`src/rtl/morse_player_if.sv`:
```
// Character-in / keying-out bundle between the Morse codifier and morse_player.
// The abort signal exists only when MORSE_PLAYER_ABORT_EN is defined.
interface morse_player_if;
  // start is a single-cycle request with no ready: morse_player samples it only
  // in IDLE, busy stays high from acceptance until done, and done pulses once.
  logic       start;
  logic [4:0] morse;
  logic [4:0] display;
`ifdef MORSE_PLAYER_ABORT_EN
  logic       abort;
`endif
  logic       tone;
  logic       mark_dash;
  logic       busy;
  logic       done;
  logic [1:0] dbg_state;

`ifdef MORSE_PLAYER_ABORT_EN
  modport master (output start, morse, display, abort,
                  input  tone, mark_dash, busy, done, dbg_state);
  modport slave  (input  start, morse, display, abort,
                  output tone, mark_dash, busy, done, dbg_state);
`else
  modport master (output start, morse, display,
                  input  tone, mark_dash, busy, done, dbg_state);
  modport slave  (input  start, morse, display,
                  output tone, mark_dash, busy, done, dbg_state);
`endif
endinterface

```
`src/rtl/morse_player.sv`:
```
// Plays one codified Morse character as timed on/off keying with standard unit timing.
// Optional MORSE_PLAYER_ABORT_EN adds an abort input that drops the character at once.
module morse_player #(
  parameter int UNIT_CYCLES = 12500000,
  parameter int CNT_W       = 26
) (
  input  logic          clk,
  input  logic          reset,
  morse_player_if.slave bus
);

  typedef enum logic [1:0] {
    IDLE  = 2'd0,
    MARK  = 2'd1,
    SPACE = 2'd2,
    LGAP  = 2'd3
  } state_t;

  localparam logic [CNT_W-1:0] DOT_LOAD  = CNT_W'(UNIT_CYCLES - 1);
  localparam logic [CNT_W-1:0] DASH_LOAD = CNT_W'(3 * UNIT_CYCLES - 1);
  localparam logic [CNT_W-1:0] GAP_LOAD  = CNT_W'(2 * UNIT_CYCLES - 1);
  localparam logic [CNT_W-1:0] CNT_ONE   = CNT_W'(1);

  state_t           r_state, w_state;
  logic [CNT_W-1:0] r_cnt,   w_cnt;
  logic [4:0]       r_pat,   w_pat;
  logic [4:0]       r_mask,  w_mask;
  logic             r_tone,  w_tone;
  logic             r_dash,  w_dash;
  logic             r_busy,  w_busy;
  logic             r_done,  w_done;
  logic             w_cnt_zero;

  assign w_cnt_zero = (r_cnt == '0);

  always_comb begin
    w_state = r_state;
    w_cnt   = r_cnt;
    w_pat   = r_pat;
    w_mask  = r_mask;
    w_tone  = r_tone;
    w_dash  = r_dash;
    w_busy  = r_busy;
    w_done  = 1'b0;

    case (r_state)
      IDLE: begin
        if (bus.start && bus.display[4]) begin
          w_pat   = bus.morse;
          w_mask  = bus.display;
          w_busy  = 1'b1;
          w_tone  = 1'b1;
          w_dash  = ~bus.morse[4];
          w_cnt   = bus.morse[4] ? DOT_LOAD : DASH_LOAD;
          w_state = MARK;
        end
      end
      MARK: begin
        if (w_cnt_zero) begin
          w_tone  = 1'b0;
          w_dash  = 1'b0;
          w_pat   = {r_pat[3:0], 1'b0};
          w_mask  = {r_mask[3:0], 1'b0};
          w_cnt   = DOT_LOAD;
          w_state = SPACE;
        end else begin
          w_cnt = r_cnt - CNT_ONE;
        end
      end
      SPACE: begin
        // The mask was already shifted on leaving MARK, so bit 4 is the next symbol.
        if (w_cnt_zero) begin
          if (r_mask[4]) begin
            w_tone  = 1'b1;
            w_dash  = ~r_pat[4];
            w_cnt   = r_pat[4] ? DOT_LOAD : DASH_LOAD;
            w_state = MARK;
          end else begin
            w_cnt   = GAP_LOAD;
            w_state = LGAP;
          end
        end else begin
          w_cnt = r_cnt - CNT_ONE;
        end
      end
      LGAP: begin
        if (w_cnt_zero) begin
          w_busy  = 1'b0;
          w_done  = 1'b1;
          w_state = IDLE;
        end else begin
          w_cnt = r_cnt - CNT_ONE;
        end
      end
      default: w_state = IDLE;
    endcase

`ifdef MORSE_PLAYER_ABORT_EN
    if (bus.abort && (r_state != IDLE)) begin
      w_state = IDLE;
      w_cnt   = '0;
      w_pat   = '0;
      w_mask  = '0;
      w_tone  = 1'b0;
      w_dash  = 1'b0;
      w_busy  = 1'b0;
      w_done  = 1'b0;
    end
`endif
  end

  always_ff @(posedge clk) begin
    if (!reset) begin
      r_state <= IDLE;
      r_cnt   <= '0;
      r_pat   <= '0;
      r_mask  <= '0;
      r_tone  <= 1'b0;
      r_dash  <= 1'b0;
      r_busy  <= 1'b0;
      r_done  <= 1'b0;
    end else begin
      r_state <= w_state;
      r_cnt   <= w_cnt;
      r_pat   <= w_pat;
      r_mask  <= w_mask;
      r_tone  <= w_tone;
      r_dash  <= w_dash;
      r_busy  <= w_busy;
      r_done  <= w_done;
    end
  end

  assign bus.tone      = r_tone;
  assign bus.mark_dash = r_dash;
  assign bus.busy      = r_busy;
  assign bus.done      = r_done;
  assign bus.dbg_state = r_state;

endmodule

```
`src/flat_wrapper.sv`:
```
// flat-port wrapper written by rule: the top's interface ports become plain ports
module morse_player_flat 
#(
  parameter int UNIT_CYCLES = 12500000,
  parameter int CNT_W       = 26
)
  (clk, reset, bus_start, bus_morse, bus_display, bus_tone, bus_mark_dash, bus_busy, bus_done, bus_dbg_state);
  morse_player_if bus_i ();
  input  logic clk;
  input  logic reset;
  input wire logic [$bits(bus_i.start)-1:0] bus_start;
  input wire logic [$bits(bus_i.morse)-1:0] bus_morse;
  input wire logic [$bits(bus_i.display)-1:0] bus_display;
  output wire logic [$bits(bus_i.tone)-1:0] bus_tone;
  output wire logic [$bits(bus_i.mark_dash)-1:0] bus_mark_dash;
  output wire logic [$bits(bus_i.busy)-1:0] bus_busy;
  output wire logic [$bits(bus_i.done)-1:0] bus_done;
  output wire logic [$bits(bus_i.dbg_state)-1:0] bus_dbg_state;
  assign bus_i.start = bus_start;
  assign bus_i.morse = bus_morse;
  assign bus_i.display = bus_display;
  assign bus_tone = bus_i.tone;
  assign bus_mark_dash = bus_i.mark_dash;
  assign bus_busy = bus_i.busy;
  assign bus_done = bus_i.done;
  assign bus_dbg_state = bus_i.dbg_state;
  morse_player #(.UNIT_CYCLES(UNIT_CYCLES), .CNT_W(CNT_W)) u_core (.clk(clk), .reset(reset), .bus(bus_i));
endmodule
```
`config.mk`:
```
export PLATFORM = sky130hd
export DESIGN_NAME = morse_player_flat
export DESIGN_NICKNAME = d
export VERILOG_FILES = /design/src/rtl/morse_player_if.sv /design/src/rtl/morse_player.sv /design/src/flat_wrapper.sv
export SDC_FILE = /design/constraint.sdc
export NUM_CORES = 1
export LEC_CHECK = 0
export CAP_MARGIN = 20
export CORE_MARGIN = 4
export CORE_UTILIZATION = 37
export CTS_CLUSTER_DIAMETER = 100
export CTS_CLUSTER_SIZE = 12
export DETAILED_ROUTE_END_ITERATION = 10
export PLACE_DENSITY = 0.62
export SYNTH_ARGS = -nofsm -noshare
export SYNTH_HDL_FRONTEND = slang
export SYNTH_SLANG_ARGS = --single-unit
```
`constraint.sdc`:
```
create_clock -name clk -period 2.55 [get_ports clk]
set_input_delay 0.6375 -clock clk [delete_from_list [all_inputs] [get_ports clk]]
set_output_delay 0.6375 -clock clk [all_outputs]
set_load 0.05 [all_outputs]
```
# == After elaboration in Yosys (flattened, before gate mapping) ==
# Cells that the tools add are included.
# op_classes
n_addsub,1
n_eq_ne,9
muxes,31
bitwise_logic,2
reduce_logical,12
# ops
operator,count
2-to-1 mux 26 bit,7
case mux 26 bit (4 select lines),1
zero test 26 bit,1
subtractor 26 x 1 -> 26 bit (second input constant),1
2-to-1 mux 5 bit,4
case mux 5 bit (2 select lines),2
2-to-1 mux 2 bit,5
!= test 2 x 1 -> 1 bit (second input constant),5
2-to-1 mux 1 bit,8
case mux 2 bit (4 select lines),1
case mux 1 bit (3 select lines),2
AND reduction 3 bit,2
AND reduction 5 bit,1
== test 2 bit (second input constant),2
AND reduction 2 bit,2
AND reduction 4 bit,1
nonzero test 2 bit,2
nonzero test 3 bit,1
== test 2 x 1 -> 1 bit (second input constant),1
zero test 2 bit,1
!= test 2 bit (second input constant),1
NOT 1 bit,2
case mux 1 bit (2 select lines),1
logical AND 1 bit,1
# word_totals
register_bits,42
out_inout_bits,6

# == Logic depth before layout (Yosys ltp) ==
# depth
word_depth,4
depth_mapped,10

# == Worst setup path after synthesis ==
# No wires, ideal clock.
# synth_path
path_kind,register to register
from,"reg u_core.r_state[0], in the netlist u_core.bus.dbg_state[0]"
to,reg u_core.r_cnt[18]
arrival_ps,2482
required_ps,2431
setup_slack_ps,-50
path_stages_with_launch,11
n_path_buf,3
cell_sequence,dfxtp_1 > inv_1 > ha_1 > clkbuf_2 > or3_1 > clkbuf_1 > a31o_2 > buf_2 > a21oi_1 > nor2_1 > o221a_2
# synth_via
elab_chain_cells,3
elab_cells_between_ends,8
cone_classes,eq/ne (5); mux (1); reduce/logical (2)
# synth_lines
element,line_no,source
start: declaration,morse_player.sv:24,"state_t r_state, w_state;"
start signal: assignment,morse_player.sv:123,r_state <= w_state;
== test 2 bit / zero test 2 bit (equally long branches),morse_player.sv:46,case (r_state)
!= test 2 bit (no line) / != test 2 x 1 -> 1 bit (equally long branches),n/a,
AND reduction 2 bit (no line),n/a,
end signal: assignment,morse_player.sv:124,r_cnt <= w_cnt;
end: declaration,morse_player.sv:25,"logic [CNT_W-1:0] r_cnt, w_cnt;"
# Several ways; a longest one is shown, not always the timed one.
# A chain may end at the register's enable or synchronous reset.

# == Worst setup path in the final report ==
# layout_path
from,reg u_core.r_cnt[0]
to,reg u_core.r_cnt[7]
# layout_via
elab_chain_cells,3
elab_cells_between_ends,8
cone_classes,add/sub (1); eq/ne (1); mux (4); reduce/logical (2)
# layout_lines
element,line_no,source
subtractor 26 x 1 -> 26 bit / zero test 26 bit (equally long branches),n/a,
"2-to-1 mux 26 bit, or another cell as far along",morse_player.sv:87,if (w_cnt_zero) begin
case mux 26 bit (4 select lines) / AND reduction 2 bit (equally long branches),n/a,
# Several ways; a longest one is shown, not always the timed one. The select of a mux whose other input is x is not followed.

==> reports/results.tsv <==
metric	value	unit
synth_top_cells_by_area	sky130_fd_sc_hd__dfxtp_1 (33%), sky130_fd_sc_hd__nor2_1 (5.6%), sky130_fd_sc_hd__a21oi_1 (5.1%)	
sw_frac_of_total	0.481	
global_route_wire_length_before_repair	12.2	mm
maxClockFrequency	426	MHz
boundaryPins	19	
half_perimeter_wire_length_after_placement	5.35	mm
sum_of_negative_setup_slack	0	ps
comb_power_share	0.597	
master_of_the_slowest_instance_on_the_critical_path	sky130_fd_sc_hd__or4_1	
yosys_register_bits	42	
syn-mean-instance-area	7.83	sq um
synth.cell_area	2540	sq um
cp_top_family	simple AND/OR/NAND/NOR gates	
seq_total_area_yosys	0.330	
timing.final.max_slew_violations	0	
fin_nets	370	
start_kind	flip-flop	
drc_marker_count_from_the_first_detailed_route_iteration	227	
tritoncts.num_buffers	5	
yosys_most_used_dff	sky130_fd_sc_hd__dfxtp_1	
power.sequential.fraction	0.268	
floorplan.die_area	8270	sq um
worstSetupEndpointType	flip-flop	
share_of_async_settable_or_async_resettable_flops_after_synthesis	0	
layout.cells.most_common	sky130_fd_sc_hd__dfxtp_1	
die-width	90.9	microns
layout.cells.most_common_list	sky130_fd_sc_hd__dfxtp_1 (40), sky130_fd_sc_hd__nor2_1 (38), sky130_fd_sc_hd__a21oi_1 (26)	
detail_route.vias_per_cell	5.94	
gp_routability_congestion	0.956	
worst_hold_path_type	reg2reg	
power_density	1330	nW/um^2
start_to_end_type_of_the_worst_setup_path	reg2reg	
coreArea	6490	sq um
grt_setup_unrepaired	false	
clockRootBuffer	sky130_fd_sc_hd__clkbuf_8	
ys_warn_count	0	
timing_hold_violations_final	0	
final_antenna_net_count	0	
power_leakage	1.12	nW
cts.clk_slew.worst_paths	90	ps
std_cell_rows	29	
synthCells	325	
final_layout_size_suffix_gt1_frac	0.130	
switching_power	1.93	mW
htree_num_levels	2	
cell_type_contributing_the_most_total_cell_area_after_synthesis	sky130_fd_sc_hd__dfxtp_1	
setup_slack_placement	121	ps
drt-total-wl	7.43	mm
maximum_number_of_pins_on_one_net_before_global_route_repair	24	
final.setup_skew	10.5	ps
cpPeakStageDelay	510	ps
synth.distinct_cells	52	
proportion_of_power_drawn_by_the_clock_network	0.136	
max_cap_viol_count	0	
worst_setup_slack_after_layout	203	ps
groute.usage.overall	0.181	
chipHeight	90.9	microns
synth_largest_type_area_fraction	0.330	
crit_fanout	9	
timing.final.setup_violations	0	
worst_ep_required_time	2770	ps
initial_antenna_violation_count	0	
post_cts_hold_buffer_count	0	
drt-wirelength-per-cell	17.3	microns
tritoncts	yes	
run_status	completed	
critPathArrivalTime	2570	ps
cts_num_sinks	42	
cts-resized-gates	0	
floorplan.initialDensity	0.392	
power.ir.vdd_worst	714	uV
internal_power	2.08	mW
diodes	0	
maxSlewHeadroom	0.593	
via_count	2554	
first_global_vias	2344	
post-route-period-util	0.921	
synth_nets	343	
filler_cell_count	650	
post_cts.repair.setup_buffers	0	
slew_worst_pin	604	ps
clock_tree.buffer_depth	2	
place.port_buffers	18	
drt-pass1-iter-count	4	
synth-edff-count	0	
cp.buffers_inverters	2	
clock_insertion_delay_worst_skew	310	ps
crit_path_cell_trace	inv_1 -> ha_1 -> nor3b_1 -> buf_4 -> and4_1 -> nand3_1 -> nand2_2 -> or4_1 -> o32ai_1	
area_growth	18.5	%
global_route.overflow_total	0	
finalWorstPathRequiredPeriod	2350	ps
drc	0	
==> sequential cells by signal (all words and copies together), names as in the netlist <==
name,count
u_core.bus.done,1
u_core.bus.mark_dash,1
u_core.bus.busy,1
u_core.bus.dbg_state,2
u_core.r_cnt,26
u_core.bus.tone,1
u_core.r_mask,5
u_core.r_pat,5
==> synthesized netlist by cell type (3+ instances only) <==
cell type and number:
sky130_fd_sc_hd__nor2b_1 3, sky130_fd_sc_hd__nor3_1 19, sky130_fd_sc_hd__or2_2 4, sky130_fd_sc_hd__o21bai_1 4
sky130_fd_sc_hd__nor4_1 9, sky130_fd_sc_hd__o211ai_1 3, sky130_fd_sc_hd__or3_1 4, sky130_fd_sc_hd__a21oi_1 26
sky130_fd_sc_hd__nand2b_1 6, sky130_fd_sc_hd__nand4_1 5, sky130_fd_sc_hd__o221a_2 3, sky130_fd_sc_hd__a311oi_1 5
sky130_fd_sc_hd__nor2_1 38, sky130_fd_sc_hd__and4_1 3, sky130_fd_sc_hd__ha_1 5, sky130_fd_sc_hd__nand2_1 23
sky130_fd_sc_hd__clkbuf_1 16, sky130_fd_sc_hd__and3_1 3, sky130_fd_sc_hd__nor3b_1 4, sky130_fd_sc_hd__o21a_1 3
sky130_fd_sc_hd__inv_1 7, sky130_fd_sc_hd__nand3_1 3, sky130_fd_sc_hd__buf_2 4, sky130_fd_sc_hd__a211oi_1 15
sky130_fd_sc_hd__a31oi_1 5, sky130_fd_sc_hd__mux2i_1 8, sky130_fd_sc_hd__o21ai_0 20, sky130_fd_sc_hd__dfxtp_1 42
sky130_fd_sc_hd__xor2_1 4, sky130_fd_sc_hd__o41ai_1 3
==> power groups by stage <==
stage | Combinational (mW) | Clock [mW] | Sequential, mW
after floorplan | 1.60 | 0 | 1.11
after global placement | 2.34 | 0 | 1.07
after detailed placement | 2.35 | 0 | 1.08
after CTS | 2.36 | 0.548 | 1.06
after global routing | 2.64 | 0.564 | 1.10
final | 2.39 | 0.542 | 1.07
==> cell type report <==
class                      count  area (sq um)  share of cell area
clock buffer                   7          76.3              0.0253
timing repair buffer          42           360               0.119
inverter                       7          26.3             0.00871
sequential                    42           843               0.280
multi-input combinational    254          1580               0.525
clock inverter                 1          30.0             0.00995
tap                           77          96.3              0.0319
==> worst paths after layout <==
kind | startpoint | end | slack, ps | depth (start not counted)
min | u_core.r_pat[0] | u_core.r_pat[0] | 470 | 2
min reg2reg | u_core.r_pat[0] | u_core.r_pat[0] | 470 | 2
max | u_core.r_cnt[0] | u_core.r_cnt[7] | 200 | 9
max reg2reg | u_core.r_cnt[0] | u_core.r_cnt[7] | 200 | 9
==> per-layer routing <==
metal / track usage / wire length [microns] / vias up
met3: 0.0322 / 356 / 5
met4: 0.0377 / 51 / 0
met1: 0.249 / 3620 / 1208
li1: - / - / 1271
met2: 0.300 / 3400 / 70
met5: 0 / 0 / -
==> cells by family (layout without fill, tap and decap cells) <==
family          after synthesis  in the layout  share of synthesized area
simple gates                133            133                      0.277
fa+ha+maj                     5              5                     0.0246
xor+xnor                      5              5                     0.0172
flops                        42             42                      0.330
buf+inv                      29             57                     0.0482
mux                           8              8                     0.0315
compound gates              103            103                      0.271
==> worst reg2reg max path, stage by stage (launching register included) <==
cell and delay, ps:
sky130_fd_sc_hd__dfxtp_1 340, sky130_fd_sc_hd__inv_1 70, sky130_fd_sc_hd__ha_1 230, sky130_fd_sc_hd__nor3b_1 150, sky130_fd_sc_hd__buf_4 160, sky130_fd_sc_hd__and4_1 250, sky130_fd_sc_hd__nand3_1 170, sky130_fd_sc_hd__nand2_2 180
sky130_fd_sc_hd__or4_1 510, sky130_fd_sc_hd__o32ai_1 220
==> stage by stage <==
step / hold slack, ps / power (mW) / util / instance area (sq um) / cells
3_3_place_gp: 453 / 3.41 / 0.448 / 2910 / 422
5_1_grt: 480 / 4.30 / 0.464 / 3020 / 430
6_report: 471 / 4.00 / 0.464 / 3020 / 430
4_1_cts: 472 / 3.97 / 0.464 / 3010 / 430
2_1_floorplan: 436 / 2.71 / - / 2550 / 325
3_5_place_dp: 461 / 3.42 / 0.448 / 2910 / 422
No activity file was read; power rests on OpenSTA's default activity.
